File: config.mk
export PLATFORM = sky130hd
export DESIGN_NAME = regfile_write_arbiter
export DESIGN_NICKNAME = d
export VERILOG_FILES = /design/src/rtl/regfile_pkg.sv /design/src/rtl/regfile_write_arbiter_wr_fifo.sv /design/src/rtl/regfile_write_arbiter.sv
export SDC_FILE = /design/constraint.sdc
export NUM_CORES = 1
export LEC_CHECK = 0
export ABC_AREA = 1
export BUFFER_PORTS_ARGS = -buffer_cell sky130_fd_sc_hd__buf_2
export CORE_MARGIN = 2
export CORE_UTILIZATION = 58
export DETAILED_ROUTE_END_ITERATION = 7
export PLACE_DENSITY = 0.86
export SLEW_MARGIN = 20
export SYNTH_ARGS = -nofsm -noshare
export SYNTH_HDL_FRONTEND = slang
export SYNTH_SLANG_ARGS = --single-unit
File: constraint.sdc
create_clock -name clock -period 10.2 [get_ports clock]
set_input_delay 0.51 -clock clock [delete_from_list [all_inputs] [get_ports clock]]
set_output_delay 0.51 -clock clock [all_outputs]
set_load 0.02 [all_outputs]
File: src/rtl/regfile_pkg.sv
// Shared types and sizes for the register-file write arbiter.
//   REG_ADDR_W : width of a register index
//   DATA_W     : width of register data and PC values
//   NUM_REGS   : number of architectural registers (entry 0 is hardwired zero)
//   wr_req_t   : one write request {rd, data, pc}; it is used for the WB source,
//                the LL source and the LL skid-buffer entries.
package regfile_pkg;

  localparam int REG_ADDR_W = 5;
  localparam int DATA_W     = 32;
  localparam int NUM_REGS   = 32;

  typedef struct packed {
    logic [REG_ADDR_W-1:0] rd;
    logic [DATA_W-1:0]     data;
    logic [DATA_W-1:0]     pc;
  } wr_req_t;

endpackage

File: src/rtl/regfile_write_arbiter_wr_fifo.sv
// wr_fifo: small synchronous circular FIFO of wr_req_t, used as the skid buffer
// for long-latency results waiting for the register-file write port.
// Ports:
//   i_clk, i_rst     : clock (rising edge), synchronous active-high reset
//   i_push, i_push_data : write one entry (ignored when full)
//   i_pop            : drop the head entry (ignored when empty)
//   o_head           : current head entry (valid when !o_empty)
//   o_full, o_empty  : occupancy flags
module wr_fifo
  import regfile_pkg::*;
#(
  parameter int DEPTH = 2
) (
  input  logic    i_clk,
  input  logic    i_rst,
  input  logic    i_push,
  input  wr_req_t i_push_data,
  input  logic    i_pop,
  output wr_req_t o_head,
  output logic    o_full,
  output logic    o_empty
);

  localparam int PTR_W = (DEPTH > 1) ? $clog2(DEPTH) : 1;
  localparam int CNT_W = $clog2(DEPTH + 1);
  localparam logic [CNT_W-1:0] CNT_FULL = CNT_W'(DEPTH);

  wr_req_t          r_mem [DEPTH];
  logic [PTR_W-1:0] r_wr_ptr;
  logic [PTR_W-1:0] r_rd_ptr;
  logic [CNT_W-1:0] r_count;

  logic w_push;
  logic w_pop;

  assign o_full  = (r_count == CNT_FULL);
  assign o_empty = (r_count == '0);
  assign w_push  = i_push && !o_full;
  assign w_pop   = i_pop && !o_empty;
  assign o_head  = r_mem[r_rd_ptr];

  // DEPTH is a power of two, so the pointers wrap by plain overflow.
  always_ff @(posedge i_clk) begin
    if (i_rst) begin
      r_wr_ptr <= '0;
      r_rd_ptr <= '0;
      r_count  <= '0;
    end else begin
      if (w_push) r_wr_ptr <= r_wr_ptr + PTR_W'(1);
      if (w_pop)  r_rd_ptr <= r_rd_ptr + PTR_W'(1);
      case ({w_push, w_pop})
        2'b10:   r_count <= r_count + CNT_W'(1);
        2'b01:   r_count <= r_count - CNT_W'(1);
        default: r_count <= r_count;
      endcase
    end
  end

  // Storage needs no reset: an entry is only read after it has been written.
  always_ff @(posedge i_clk) begin
    if (w_push) r_mem[r_wr_ptr] <= i_push_data;
  end

endmodule

File: src/rtl/regfile_write_arbiter.sv
// regfile_write_arbiter: shares the register file's single write port between
// the in-order writeback stage (WB) and the long-latency unit (LL), and keeps a
// busy scoreboard of registers awaiting an LL result for the decode stall.
// Ports:
//   clock, reset                   : rising-edge clock, synchronous active-high reset
//   wb_valid/wb_rd/wb_data/wb_pc   : WB write request (no back-pressure except wb_stall)
//   wb_stall                       : holds WB for one cycle so a starved LL head drains
//   ll_valid/ll_ready/ll_rd/...    : LL result stream into the skid buffer
//   issue_valid/issue_rd           : LL op issue, marks its destination busy
//   dec_rs/dec_rt/dec_rd/dec_stall : decode hazard query against the scoreboard
//   wr_en/wr_rd/wr_data/wr_pc      : registered write-port outputs
//   busy                           : scoreboard vector, bit 0 always 0
//
// LL handshake: a result transfers in every cycle where ll_valid and ll_ready are
// both high; ll_ready depends only on registered FIFO state (not full), so the
// producer may hold ll_valid and its fields stable until it sees ll_ready.
module regfile_write_arbiter
  import regfile_pkg::*;
#(
  parameter int FIFO_DEPTH   = 2,
  parameter int STARVE_LIMIT = 4
) (
  input  logic        clock,
  input  logic        reset,
  input  logic        wb_valid,
  input  logic [4:0]  wb_rd,
  input  logic [31:0] wb_data,
  input  logic [31:0] wb_pc,
  output logic        wb_stall,
  input  logic        ll_valid,
  output logic        ll_ready,
  input  logic [4:0]  ll_rd,
  input  logic [31:0] ll_data,
  input  logic [31:0] ll_pc,
  input  logic        issue_valid,
  input  logic [4:0]  issue_rd,
  input  logic [4:0]  dec_rs,
  input  logic [4:0]  dec_rt,
  input  logic [4:0]  dec_rd,
  output logic        dec_stall,
  output logic        wr_en,
  output logic [4:0]  wr_rd,
  output logic [31:0] wr_data,
  output logic [31:0] wr_pc,
  output logic [31:0] busy
);

  localparam int STARVE_W = $clog2(STARVE_LIMIT + 1);
  localparam logic [STARVE_W-1:0] STARVE_MAX = STARVE_W'(STARVE_LIMIT);

  logic                r_wr_en;
  wr_req_t             r_wr_req;
  logic                r_wb_stall;
  logic [STARVE_W-1:0] r_starve;
  logic [31:0]         r_busy;

  logic                w_wb_claim;
  logic                w_ll_push;
  logic                w_pop;
  logic                w_full;
  logic                w_empty;
  wr_req_t             w_head;
  wr_req_t             w_wb_req;
  wr_req_t             w_ll_req;
  logic [STARVE_W-1:0] w_starve_nxt;
  logic [31:0]         w_busy_nxt;

  assign w_wb_req = '{rd: wb_rd, data: wb_data, pc: wb_pc};
  assign w_ll_req = '{rd: ll_rd, data: ll_data, pc: ll_pc};

  // Writes to $0 are architectural no-ops: they neither claim the port nor
  // occupy the buffer (an LL result for $0 is accepted and dropped).
  assign w_wb_claim = wb_valid && !r_wb_stall && (wb_rd != '0);
  assign ll_ready   = !w_full;
  assign w_ll_push  = ll_valid && !w_full && (ll_rd != '0);
  // WB has priority; the LL head only gets the port in a cycle WB leaves free.
  assign w_pop      = !w_wb_claim && !w_empty;

  wr_fifo #(
    .DEPTH(FIFO_DEPTH)
  ) u_fifo (
    .i_clk      (clock),
    .i_rst      (reset),
    .i_push     (w_ll_push),
    .i_push_data(w_ll_req),
    .i_pop      (w_pop),
    .o_head     (w_head),
    .o_full     (w_full),
    .o_empty    (w_empty)
  );

  // Starve counter: cycles the head has waited. Reaching the limit raises
  // wb_stall for the next cycle, during which WB cannot claim, so the head pops
  // and the counter returns to 0 -- the stall is therefore a single-cycle pulse.
  always_comb begin
    w_starve_nxt = r_starve;
    if (w_empty || w_pop) begin
      w_starve_nxt = '0;
    end else if (r_starve != STARVE_MAX) begin
      w_starve_nxt = r_starve + STARVE_W'(1);
    end
  end

  // Scoreboard: clear on pop first, then set, so a same-cycle issue to the
  // register being drained leaves it busy.
  always_comb begin
    w_busy_nxt = r_busy;
    if (w_pop) begin
      w_busy_nxt[w_head.rd] = 1'b0;
    end
    if (issue_valid && (issue_rd != '0)) begin
      w_busy_nxt[issue_rd] = 1'b1;
    end
    w_busy_nxt[0] = 1'b0;
  end

  always_ff @(posedge clock) begin
    if (reset) begin
      r_wr_en    <= 1'b0;
      r_wr_req   <= '0;
      r_wb_stall <= 1'b0;
      r_starve   <= '0;
      r_busy     <= '0;
    end else begin
      r_wr_en    <= w_wb_claim || w_pop;
      if (w_wb_claim) begin
        r_wr_req <= w_wb_req;
      end else if (w_pop) begin
        r_wr_req <= w_head;
      end
      r_wb_stall <= (w_starve_nxt == STARVE_MAX);
      r_starve   <= w_starve_nxt;
      r_busy     <= w_busy_nxt;
    end
  end

  // busy[0] is never set, so $0 never contributes to the hazard.
  assign dec_stall = r_busy[dec_rs] | r_busy[dec_rt] | r_busy[dec_rd];

  assign wb_stall = r_wb_stall;
  assign wr_en    = r_wr_en;
  assign wr_rd    = r_wr_req.rd;
  assign wr_data  = r_wr_req.data;
  assign wr_pc    = r_wr_req.pc;
  assign busy     = r_busy;

endmodule

# Word-level counts from Yosys, hierarchy flattened
# Memory sizes are Yosys's and may differ from the RTL's. A register that Yosys moved wholly into a read port is not among the register bits.
# Index checks and enable logic that the tools add are counted.
op_classes:
  addsub: 5
  n_lt_le_gt_ge: 7
  eq_ne: 5
  n_mux: 21
  bitwise: 5
  reduce_logical: 22
op_table:
  columns: ["cell", "count"]
  rows:
  - ["69-bit 2-to-1 mux", 2]
  - ["32-bit 2-to-1 mux", 2]
  - ["32-bit AND", 1]
  - ["32-bit NOT", 1]
  - ["32-bit bitwise OR", 1]
  - ["5-bit by 6-bit < comparator with 1-bit output, second input constant", 5]
  - ["1-bit binary-select mux with 5-bit select", 3]
  - ["5-bit nonzero test", 3]
  - ["1-bit demux with 5-bit select", 2]
  - ["5-bit by 1-bit greater-or-equal comparator with 1-bit output, second input constant", 2]
  - ["1-bit logical AND", 10]
  - ["1-bit 2-to-1 mux", 9]
  - ["3-bit 2-to-1 mux", 2]
  - ["2-bit equality test, second input constant", 2]
  - ["1-bit zero test", 4]
  - ["2-bit one-hot mux with 2 select lines", 1]
  - ["2-bit nonzero test", 2]
  - ["3-bit by 1-bit adder with 3-bit output, second input constant", 1]
  - ["3-bit equality test, second input constant", 1]
  - ["3-bit inequality test, second input constant", 1]
  - ["1-bit adder, second input constant", 2]
  - ["2-bit by 1-bit adder with 2-bit output, second input constant", 1]
  - ["2-bit by 1-bit equality test with 1-bit output, second input constant", 1]
  - ["2-bit zero test", 1]
  - ["other kinds (3)", 5]
totals:
  reg_bits: 110
  mem_bits_rw: 138
  inputBits: 163
  output_inout_bits: 105
  wordCells: 77
  mem_count: 1
mem_list:
  columns: ["name", "depth", "width", "rd", "rd_clocked_by_memory_dff", "wr", "line", "rtl"]
  rows:
  - ["u_fifo.r_mem", 2, 69, 1, 1, 1, "regfile_write_arbiter_wr_fifo.sv:28", "wr_req_t r_mem [DEPTH];"]

# Depth between registers and ports, before layout
depth:
  word_depth: 9
  ltp_mapped: 12
  ltp_nobuf: 10

# Hierarchy
# Synthesis repeated with hierarchy kept, for this count alone.
hier_totals:
  hier_cells: 1164
  area_unflattened_um2: 10948.0
modules_own_cells:
  columns: ["module", "n_inst", "cells_per_inst", "area_each_um2", "seq_area_each_um2"]
  rows:
  - ["regfile_write_arbiter", 1, 909, 5681.7, 2102.0]
  - ["wr_fifo", 1, 255, 5266.3, 4244.1]

# Worst setup path after synthesis
# No wires, ideal clock.
synth_timing:
  path_type: "in2reg"
  start: "in ll_valid"
  end: "mem u_fifo.r_mem[1][0] (netlist bit), enable pin"
  setup_ns: 0.498
  t_arrival_ns: 3.756
  path_slack_ns: 5.946
  cell_stages: 3
  path_cell_list: "a21boi_0 > nand2_1 > nor2_1"
synth_between:
  elab_chain_cells: 5
synth_lines:
  columns: ["element", "line", "rtl"]
  rows:
  - ["start, declared", "regfile_write_arbiter.sv:30", "input logic ll_valid,"]
  - ["1-bit logical AND (2 in series)", "regfile_write_arbiter.sv:75", "assign w_ll_push = ll_valid && !w_full && (ll_rd != '0);"]
  - ["1-bit logical AND", "regfile_write_arbiter_wr_fifo.sv:38", "assign w_push = i_push && !o_full;"]
  - ["1-bit 2-to-1 mux", "regfile_write_arbiter_wr_fifo.sv:61", "if (w_push) r_mem[r_wr_ptr] <= i_push_data;"]
  - ["1-bit 2-to-1 mux (implied by the code)", "regfile_write_arbiter_wr_fifo.sv:61", null]
  - ["end, declared", "regfile_write_arbiter_wr_fifo.sv:28", null]
# No other way between the ends.

==> results.ini <==
[outcome]
run_status=finished clean

[clock_network]
cts_tree=yes
clkLatencyLatePin_ns=0.54
clock-sinks=248
cts_htree_levels=1
root_buffer=clkbuf_16
postCtsSetupBuffers=0
clock_path_buffers=3
cts_buffers=26
holdBufCountCts=0
clkTransAtPathRegs_ns=0.06
cts-resized-gates=0

[route]
vias=9336
wl_per_cell_um=17.1
vias_per_cell=5.65
drt_iter0_drc=864
routed_wl_um=28200
drtAntennaViolNets=0
drc=0
dr.pass1.iters=7

[logic_synthesis]
yosysWarnings=0
synthAdderAreaFrac=0.00346
avgSynthCellArea_sq_um=9.40
synthFlopType=edfxtp_1
synth-xor-area-share=0.00161
synth_top_family_by_area=simple AND/OR/NAND/NOR gates
synth_mux_area_frac=0
synthSimpleGateAreaFrac=0.238
synth_seq_cells=248
yosysUniqueCellTypes=34
synth_compound_area_frac=0.113
syn_inst=1154
synth_enable_flop_cells=138
ys_seq_area_frac=0.585
async_reset_ff_frac=0
netlist_area_sq_um=10900
synth_fp_nets=1320

[setup_path]
worstSetupEndpointType=flip-flop
slowest_delay_ns=0.56
crit_family=buffers and inverters
crit_slowest_cell=buf_4
crit_required_ns=10.57
critPathKind=flip-flop to flip-flop
path_cells=inv_2 -> buf_4 -> nand2_1 -> nand2_1 -> inv_1 -> nor2_2 -> nand3_1 -> nand2_1 -> a21oi_1
cp-start-kind=flip-flop
cpMostUsedCell=nand2_1
arrival_ns=2.90
crit_buf_inv=3
crit_path_max_fanout=44

[power]
p_leak_nw=5.48
irDropWorstVdd_v=0.000144
p_per_area_nw_per_um2=213

[die]
die_x_um=141
coreArea_sq_um=18500
start_util=0.586
io-pin-count=268
fp.dieArea_sq_um=19800
row_count=50
die_h_um=141

[finish]
nNetsFinal=1557
drive_gt1_frac=0.292
final_core_util=0.705
stdcell_area_sq_um=13100
fillCellCount=1359
syn_to_final_growth_pct=20.3

[timing]
rsz0062_at_grt=no
worst_slack_ns=7.67
finalCritPeriodShare=0.248
tightest_slew_ns=0.976
hold_viol_final=0
finalSetupViolations=0
fin_worst_skew_ns=0.0232
fmax_ghz=0.395
final.min_clock_period_ns=2.53
final-max-slew-violation-count=0
slew_headroom=0.349
fin_tns_setup_ns=0

[global_route]
track_usage=0.279
grt_overflow=0
grt_pass1_wl_um=44700
grt_pass1_vias=8950
grt_max_degree=72
grt_antenna_before_repair=8

[flow_run]
max-cap-violations=0

[place]
portBuffers=266
hpwlAfterDp_um=18800
gp_congestion=0.957
pre_cts_ws_ns=7.44
post_dp_cell_area_sq_um=12100

[hold_path]
hold_class=input pin to flip-flop

logic make-up after synthesis:
family | after synthesis
AND/OR/NAND/NOR | 603
flip-flops | 248
AO/OA/AOI/OAI | 170
buffers and inverters | 127
adder cells (fa/ha/maj) | 3
XOR/XNOR | 2
other | 1
final timing paths:
path	endpoint	cells past startpoint	slack, ns	start
max	busy[27]$_SDFF_PP0_	9	7.67	flip-flop
min	u_fifo.r_mem[1][46]$_DFFE_PP_	1	0.16	ll_data[14]
max reg2reg	busy[27]$_SDFF_PP0_	9	7.67	flip-flop
min reg2reg	u_fifo.r_rd_ptr$_SDFFE_PP0P_	1	0.47	u_fifo.r_rd_ptr$_SDFFE_PP0P_
cell type report:
class / instances / area, sq um / share of cell area
tap: 234 / 293 / 0.0224
sequential: 248 / 6350 / 0.486
multi-input combinational: 779 / 3880 / 0.297
inverter: 62 / 234 / 0.0179
clock buffer: 35 / 724 / 0.0555
antenna: 8 / 20.0 / 0.00153
clock inverter: 12 / 161 / 0.0124
timing repair buffer: 274 / 1390 / 0.107
state kept, by name, summed over array words and instances, names as in the netlist, named ones only:
name / count
u_fifo.r_rd_ptr: 1
u_fifo.r_wr_ptr: 1
wr_rd: 5
wb_stall: 1
u_fifo.r_mem: 138
wr_data: 32
u_fifo.r_count: 2
wr_en: 1
wr_pc: 32
busy: 31
r_starve: 3
metal layers:
layer / vias to the layer above / global-route usage / wire, um
li1: 4409 / - / -
met1: 4350 / 0.358 / 10900
met2: 505 / 0.478 / 13900
met3: 70 / 0.0496 / 2620
met4: 2 / 0.100 / 817
met5: - / 0 / 16
synth_stat cells, drive strengths merged (5+ instances only):
master | number | area, sq um
a21oi | 37 | 241
a31oi | 62 | 388
buf | 44 | 330
clkbuf | 21 | 78.8
dfxtp | 110 | 2200
edfxtp | 138 | 4140
inv | 61 | 229
nand2 | 394 | 1500
nand3 | 113 | 571
nor2 | 40 | 168
nor3 | 5 | 25.0
o211ai | 58 | 521
o21ai | 11 | 55.1
or2 | 50 | 313
through the flow:
step	total power, W	hold WS, ns	instances
after floorplan	0.00168	0.425	1154
after CTS	0.00279	0.146	1644
final	0.00279	0.159	1652
after global placement	0.00182	0.429	1597
after global routing	0.00290	0.145	1651
after detailed placement	0.00184	0.458	1597
layout by cell type, fill, tap and decap left out, types with 22 or more instances in the layout:
cell type / count
nand2_1: 391
buf_2: 265
edfxtp_1: 138
nand3_1: 112
dfxtp_1: 109
a31oi_1: 62
inv_1: 56
or2_2: 50
o211ai_1: 41
nor2_1: 33
clkbuf_16: 26
a21oi_1: 22
power by group:
| group | internal, W | switching [W] | total (W) | leakage (nW) |
|---|---|---|---|---|
| Sequential | 0.00118 | 0.0000482 | 0.00123 | 2.19 |
| Combinational | 0.000180 | 0.000413 | 0.000592 | 2.85 |
| Clock | 0.000577 | 0.000384 | 0.000961 | 0.434 |
No activity file was read; power rests on OpenSTA's default activity.
